**config.mk**
```make
export PLATFORM = sky130hd
export DESIGN_NAME = load_store_unit
export DESIGN_NICKNAME = d
export VERILOG_FILES = /design/src/rtl/gpu_pkg.sv /design/src/rtl/load_store_unit.sv
export SDC_FILE = /design/constraint.sdc
export NUM_CORES = 1
export LEC_CHECK = 0
export CORE_ASPECT_RATIO = 0.6
export CORE_MARGIN = 5
export CORE_UTILIZATION = 30
export DETAILED_ROUTE_END_ITERATION = 8
export GPL_TIMING_DRIVEN = 0
export PLACE_DENSITY = 0.64
export SLEW_MARGIN = 0
export SYNTH_ARGS = -nofsm -noshare
export SYNTH_HDL_FRONTEND = slang
export SYNTH_SLANG_ARGS = --single-unit
```
**constraint.sdc**
```tcl
create_clock -name clk -period 1.8 [get_ports clk]
set_input_delay 0.45 -clock clk [delete_from_list [all_inputs] [get_ports clk]]
set_output_delay 0.45 -clock clk [all_outputs]
set_load 0.01 [all_outputs]
```
**src/rtl/gpu_pkg.sv**
```systemverilog
// Shared GPU core types: core pipeline states, LSU states and the LSU timeout bound.
// Pure declarations, no logic and no latency.
// No handshakes here.
package gpu_pkg;

    typedef enum logic [2:0] {
        CORE_IDLE    = 3'b000,
        CORE_FETCH   = 3'b001,
        CORE_DECODE  = 3'b010,
        CORE_REQUEST = 3'b011,
        CORE_WAIT    = 3'b100,
        CORE_EXECUTE = 3'b101,
        CORE_UPDATE  = 3'b110,
        CORE_DONE    = 3'b111
    } core_state_t;

    typedef enum logic [1:0] {
        LSU_IDLE       = 2'd0,
        LSU_REQUESTING = 2'd1,
        LSU_WAITING    = 2'd2,
        LSU_DONE       = 2'd3
    } lsu_state_t;

    localparam int TIMEOUT_CYCLES = 255;

endpackage

```
**src/rtl/load_store_unit.sv**
```systemverilog
// Per-thread load/store unit: one LDR/STR request per instruction into a memory controller slot.
// Latency: REQUEST edge -> REQUESTING, next edge valid+WAITING, DONE on the edge ready is sampled.
// Backpressure: valid/address/data held in WAITING until ready (optional LSU_TIMEOUT_EN bound).
module load_store_unit
    import gpu_pkg::*;
#(
    parameter int ADDR_BITS = 8,
    parameter int DATA_BITS = 16
) (
    input  logic                 clk,
    input  logic                 reset,
    input  logic                 enable,
    input  logic [2:0]           core_state,
    input  logic                 decoded_mem_read_enable,
    input  logic                 decoded_mem_write_enable,
    input  logic [DATA_BITS-1:0] rs,
    input  logic [DATA_BITS-1:0] rt,
    output logic                 mem_read_valid,
    output logic [ADDR_BITS-1:0] mem_read_address,
    input  logic                 mem_read_ready,
    input  logic [DATA_BITS-1:0] mem_read_data,
    output logic                 mem_write_valid,
    output logic [ADDR_BITS-1:0] mem_write_address,
    output logic [DATA_BITS-1:0] mem_write_data,
    input  logic                 mem_write_ready,
    output logic [1:0]           lsu_state,
    output logic [DATA_BITS-1:0] lsu_out,
    output logic                 lsu_error
);

    lsu_state_t state;
    logic       is_read;

`ifdef LSU_TIMEOUT_EN
    localparam int CNT_BITS = $clog2(TIMEOUT_CYCLES);
    localparam logic [CNT_BITS-1:0] CNT_LAST = CNT_BITS'(TIMEOUT_CYCLES - 1);
    logic [CNT_BITS-1:0] wait_cnt;
`endif

    assign lsu_state = state;

    always_ff @(posedge clk) begin
        if (reset || !enable) begin
            state             <= LSU_IDLE;
            is_read           <= 1'b0;
            mem_read_valid    <= 1'b0;
            mem_read_address  <= '0;
            mem_write_valid   <= 1'b0;
            mem_write_address <= '0;
            mem_write_data    <= '0;
            lsu_out           <= '0;
`ifdef LSU_TIMEOUT_EN
            lsu_error         <= 1'b0;
            wait_cnt          <= '0;
`endif
        end else begin
            case (state)
                LSU_IDLE: begin
                    if (core_state == CORE_REQUEST &&
                        (decoded_mem_read_enable || decoded_mem_write_enable)) begin
                        // Loads win when both decode bits are set.
                        is_read <= decoded_mem_read_enable;
                        state   <= LSU_REQUESTING;
`ifdef LSU_TIMEOUT_EN
                        lsu_error <= 1'b0;
`endif
                    end
                end
                LSU_REQUESTING: begin
                    if (is_read) begin
                        mem_read_valid   <= 1'b1;
                        mem_read_address <= rs[ADDR_BITS-1:0];
                    end else begin
                        mem_write_valid   <= 1'b1;
                        mem_write_address <= rs[ADDR_BITS-1:0];
                        mem_write_data    <= rt;
                    end
`ifdef LSU_TIMEOUT_EN
                    wait_cnt <= '0;
`endif
                    state <= LSU_WAITING;
                end
                LSU_WAITING: begin
                    if (is_read && mem_read_ready) begin
                        lsu_out        <= mem_read_data;
                        mem_read_valid <= 1'b0;
                        state          <= LSU_DONE;
                    end else if (!is_read && mem_write_ready) begin
                        mem_write_valid <= 1'b0;
                        state           <= LSU_DONE;
                    end
`ifdef LSU_TIMEOUT_EN
                    else if (wait_cnt == CNT_LAST) begin
                        mem_read_valid  <= 1'b0;
                        mem_write_valid <= 1'b0;
                        lsu_error       <= 1'b1;
                        lsu_out         <= {DATA_BITS{1'b1}};
                        state           <= LSU_DONE;
                    end else begin
                        wait_cnt <= wait_cnt + 1'b1;
                    end
`endif
                end
                LSU_DONE: begin
                    if (core_state == CORE_UPDATE) state <= LSU_IDLE;
                end
                default: state <= LSU_IDLE;
            endcase
        end
    end

`ifndef LSU_TIMEOUT_EN
    assign lsu_error = 1'b0;
`endif

endmodule

```
# After elaboration in Yosys (flattened, before gate mapping)
# Cells that the tools add are included.
dict set report word_totals {
  elab_cells 50
  out_inout_bits 53
  reg_bits 53
  inputBits 58
}
dict set report op_classes {
  reduce_logical 16
  eq_ne 13
  n_mux 12
  n_bitwise 1
}
# operator count
set ops {}
lappend ops {{!= test 2 bit, second input constant} 7}
lappend ops {{2-to-1 mux 2 bit} 4}
lappend ops {{case mux 2 bit (4 select lines)} 1}
lappend ops {{AND reduction 2 bit} 4}
lappend ops {{AND reduction 3 bit} 2}
lappend ops {{2-to-1 mux 1 bit} 5}
lappend ops {{equality test 2 bit, second input constant} 2}
lappend ops {{case mux 1 bit (2 select lines)} 2}
lappend ops {{AND reduction 4 bit} 1}
lappend ops {{equality test 3 x 2 -> 1 bit, second input constant} 1}
lappend ops {{equality test 3 bit, second input constant} 1}
lappend ops {{logical AND 1 bit} 3}
lappend ops {{!= test 3 bit, second input constant} 1}
lappend ops {{equality test 2 x 1 -> 1 bit, second input constant} 1}
lappend ops {{logical NOT 1 bit} 2}
lappend ops {{logical NOT 2 bit} 1}
lappend ops {{logical OR 1 bit} 2}
lappend ops {{nonzero test 2 bit} 1}
lappend ops {{inverter 1 bit} 1}

# Longest topological paths before layout
dict set report depth {
  depth_word 5
  depth_mapped 8
  mapped_depth_nobuf 6
}

# Worst setup path after synthesis
# Ideal clock, no wire load.
dict set report synth_timing {
  path_type {register to register}
  start {reg state[1] (netlist: lsu_state[1])}
  end {reg mem_write_address[0]}
  setup_time_ps 132
  path_slack_ps 276
  path_stages_with_launch 9
  period_less_slack_ps 1524
  path_buffers 3
  arrival_time_ps 1392
  t_required_ps 1668
  cell_sequence {dfxtp_1 -> inv_1 -> ha_1 -> buf_4 -> nor2b_1 -> buf_2 -> buf_4 -> nand2_1 -> a21oi_1}
}
dict set report synth_between {
  elab_chain_len 2
}
# element line_no
set synth_rtl {}
lappend synth_rtl {{from (decl)} load_store_unit.sv:31} ;# lsu_state_t state;
lappend synth_rtl {{from (signal assigned)} load_store_unit.sv:44} ;# state <= LSU_IDLE;
lappend synth_rtl {{from (signal assigned)} load_store_unit.sv:63} ;# state <= LSU_REQUESTING;
lappend synth_rtl {{from (signal assigned)} load_store_unit.sv:81} ;# state <= LSU_WAITING;
lappend synth_rtl {{equality test 2 x 1 -> 1 bit} load_store_unit.sv:57} ;# case (state)
lappend synth_rtl {{AND reduction 2 bit (no source line)} -}
lappend synth_rtl {{to (signal assigned)} load_store_unit.sv:75} ;# mem_write_address <= rs[ADDR_BITS-1:0];
lappend synth_rtl {{to (decl)} load_store_unit.sv:23} ;# output logic [ADDR_BITS-1:0] mem_write_address,
# No other way between the ends.
# A chain may end at the register's enable or synchronous reset.

# Final worst setup path
dict set report layout_timing {
  start {reg state[0] (netlist: lsu_state[0])}
  end {out lsu_state[0]}
}
# element line_no
set layout_lines {}
lappend layout_lines {{to (decl)} load_store_unit.sv:26} ;# output logic [1:0] lsu_state,
# No word-level cell between the ends.

==> impl_metrics.yaml <==
clock_tree:
  cts.path.max_buffers: 2
  cts_made_buffers: 5
  clock_latency_ns: 0.28
  post_cts_hold_buffer_count: 0
  clk_pin_slew_ns: 0.07
  htreeDepth: 2
  clock_sinks: 53
  cts_tree: "done"
  cts_setup_buffers: 0
  clockRootBuffer: "clkbuf_16"
worst_setup_path:
  crit_required_ns: 1.35
  cpMaxStageDelayCell: "clkdlybuf4s50_1"
  path_class: "flop to primary output"
  cp-end-kind: "primary output"
  cp_max_fo: 5
  cp-start-kind: "flop"
  max_stage_delay_ns: 0.57
  cp_top_family: "buffers and inverters"
  critPathBufInv: 1
  critical_path_arrival_ns: 1.26
  path_cells: "clkdlybuf4s50_1"
timing:
  maxSlewViolCount: 0
  hold_viol_final: 0
  max_freq_ghz: 0.585
  period_share_pct: 95.0
  setup_viol: 0
  clock_skew_ns: 0.00299
  fin_crit_ns: 1.71
  grt_setup_unrepaired: "false"
route:
  drt_iter0_markers: 58
  routed_wl_um: 6080
  drc_errors: 0
  vias: 1992
  antenna_left: 0
  vias_per_cell: 4.41
  first_pass_iters: 4
  wl_per_cell_um: 13.4
yosys:
  ys_ff_latch: 53
  netlist_area_sq_um: 2050
  ys_warn_count: 0
  synthCells: 256
  syn_avg_cell_area_sq_um: 8.00
  yosysUniqueCellTypes: 22
  ys_seq_area_share_pct: 51.8
  syn_nets: 320
status:
  status: "complete, no violations"
global_route:
  overflow: 0
  grt_usage_pct: 14.2
  first_global_vias: 1975
  grt_max_degree: 16
  antenna_found_initial: 0
  grt_pass1_wl_um: 9600
finish:
  fin_nets: 428
  layout_commonest_cell: "clkdlybuf4s50_1"
  area_growth_pct: 63.5
  multi_input_area_sq_um: 881
  seqCellArea_sq_um: 1060
  fin_util_pct: 50.3
  diodes: 0
  final_area_sq_um: 3350
  final.fill_count: 634
  drive_gt1_share_pct: 6.58
  layout_common_cells: "clkdlybuf4s50_1, nand2_1, dfxtp_1"
flow_run:
  drv_cap: 0
floorplanning:
  start_util_pct: 30.8
  core-area_sq_um: 6650
  die_area_sq_um: 8630
  dieWidth_um: 117
  die_h_um: 74.0
  placementRows: 23
  ios: 111
worst_hold_path:
  hold_path.class: "flop to flop"
placed_design:
  dp_hpwl_um: 4720
  gp_congestion: 0.726
  io_buffers: 101
  post_dp_cell_area_sq_um: 3170
pwr:
  power_leakage_nw: 1.13
  total_power_mw: 2.48
  irDropWorstVdd_mv: 0.432
  power.density_nw_per_um2: 740
cell families after synthesis:
group / share of synthesized area, %
AOI/OAI and AO/OA: 14.4
adders and majority gates: 3.67
buffers and inverters: 5.38
DFF: 51.8
muxes: 0.978
other: 0.183
and+or+nand+nor: 23.5
layout make-up:
class / count / share of cell area, %
Sequential cell: 53 / 31.7
Timing Repair Buffer: 101 / 30.2
Multi-Input combinational cell: 182 / 26.3
Clock buffer: 7 / 4.26
Tap cell: 87 / 3.25
Buffer: 19 / 3.10
Clock inverter: 1 / 0.897
Inverter: 2 / 0.224
state kept, by name (all words and copies together) (netlist names):
signal / count
lsu_state: 2
mem_read_valid: 1
mem_write_data: 16
mem_write_address: 8
is_read: 1
mem_read_address: 8
mem_write_valid: 1
lsu_out: 16
layer usage:
metal  vias up  GRT usage, %  share of wire (%)  routed length, um
met5         -             0                  0                  0
met4         0          2.29               0.31                 19
met3         2          7.56                 12                755
met2        69          21.0                 40               2450
met1       878          18.7                 47               2850
li1       1043             -                  -                  -
worst paths after layout:
path                                        from                        endpoint  slack (ns)  cells past startpoint
setup reg to reg       lsu_state[0]$_SDFFE_PP0P_        lsu_out[10]$_SDFFE_PP0P_        0.20                      7
hold reg to reg   mem_write_data[6]$_SDFFE_PP0P_  mem_write_data[6]$_SDFFE_PP0P_        0.45                      2
setup / recovery       lsu_state[0]$_SDFFE_PP0P_                    lsu_state[0]        0.09                      1
hold / removal    mem_write_data[6]$_SDFFE_PP0P_  mem_write_data[6]$_SDFFE_PP0P_        0.45                      2
cells in the mapped netlist:
master    number  area share, %
nand2_1       94             17
dfxtp_1       53             52
a21oi_1       50             12
nand3_1       10            2.4
buf_2          7            1.7
buf_4          6            2.2
clkbuf_1       6            1.1
ha_1           6            3.7
nor2_1         6            1.1
inv_1          2           0.37
mux2i_1        2           0.98
nand2b_1       2           0.61
nand3b_1       2           0.73
nor2b_1        2           0.61
a21o_1         1           0.37
a22oi_1        1           0.37
a22oi_2        1           0.61
and3_1         1           0.31
and4b_1        1           0.49
conb_1         1           0.18
o311a_1        1           0.49
o31ai_1        1           0.37
stage by stage:
step	std cells	TNS, ns	setup WS (ns)	hold slack, ns
after floorplan	256	0	0.276	0.481
after global placement	444	-6.39	-0.187	0.441
after detailed placement	444	-7.34	-0.218	0.446
after CTS	452	0	0.0239	0.455
after global routing	452	0	0.00201	0.475
final	452	0	0.0903	0.453
where the power goes:
part           total (mW)  leakage, nW  switching, mW  internal [mW]
sequential           1.18        0.427        0.00355           1.18
clock                1.09       0.0841          0.399          0.695
combinational       0.201        0.623         0.0759          0.125
what timing repair did:
| item | 4_1_cts | 5_1_grt |
|---|---|---|
| gates resized for setup | 0 | 4 |
| hold endpoints to repair | 0 | 0 |
| setup endpoints to repair | 0 | 19 |
Note: power is estimated with default switching activity, not from simulation.
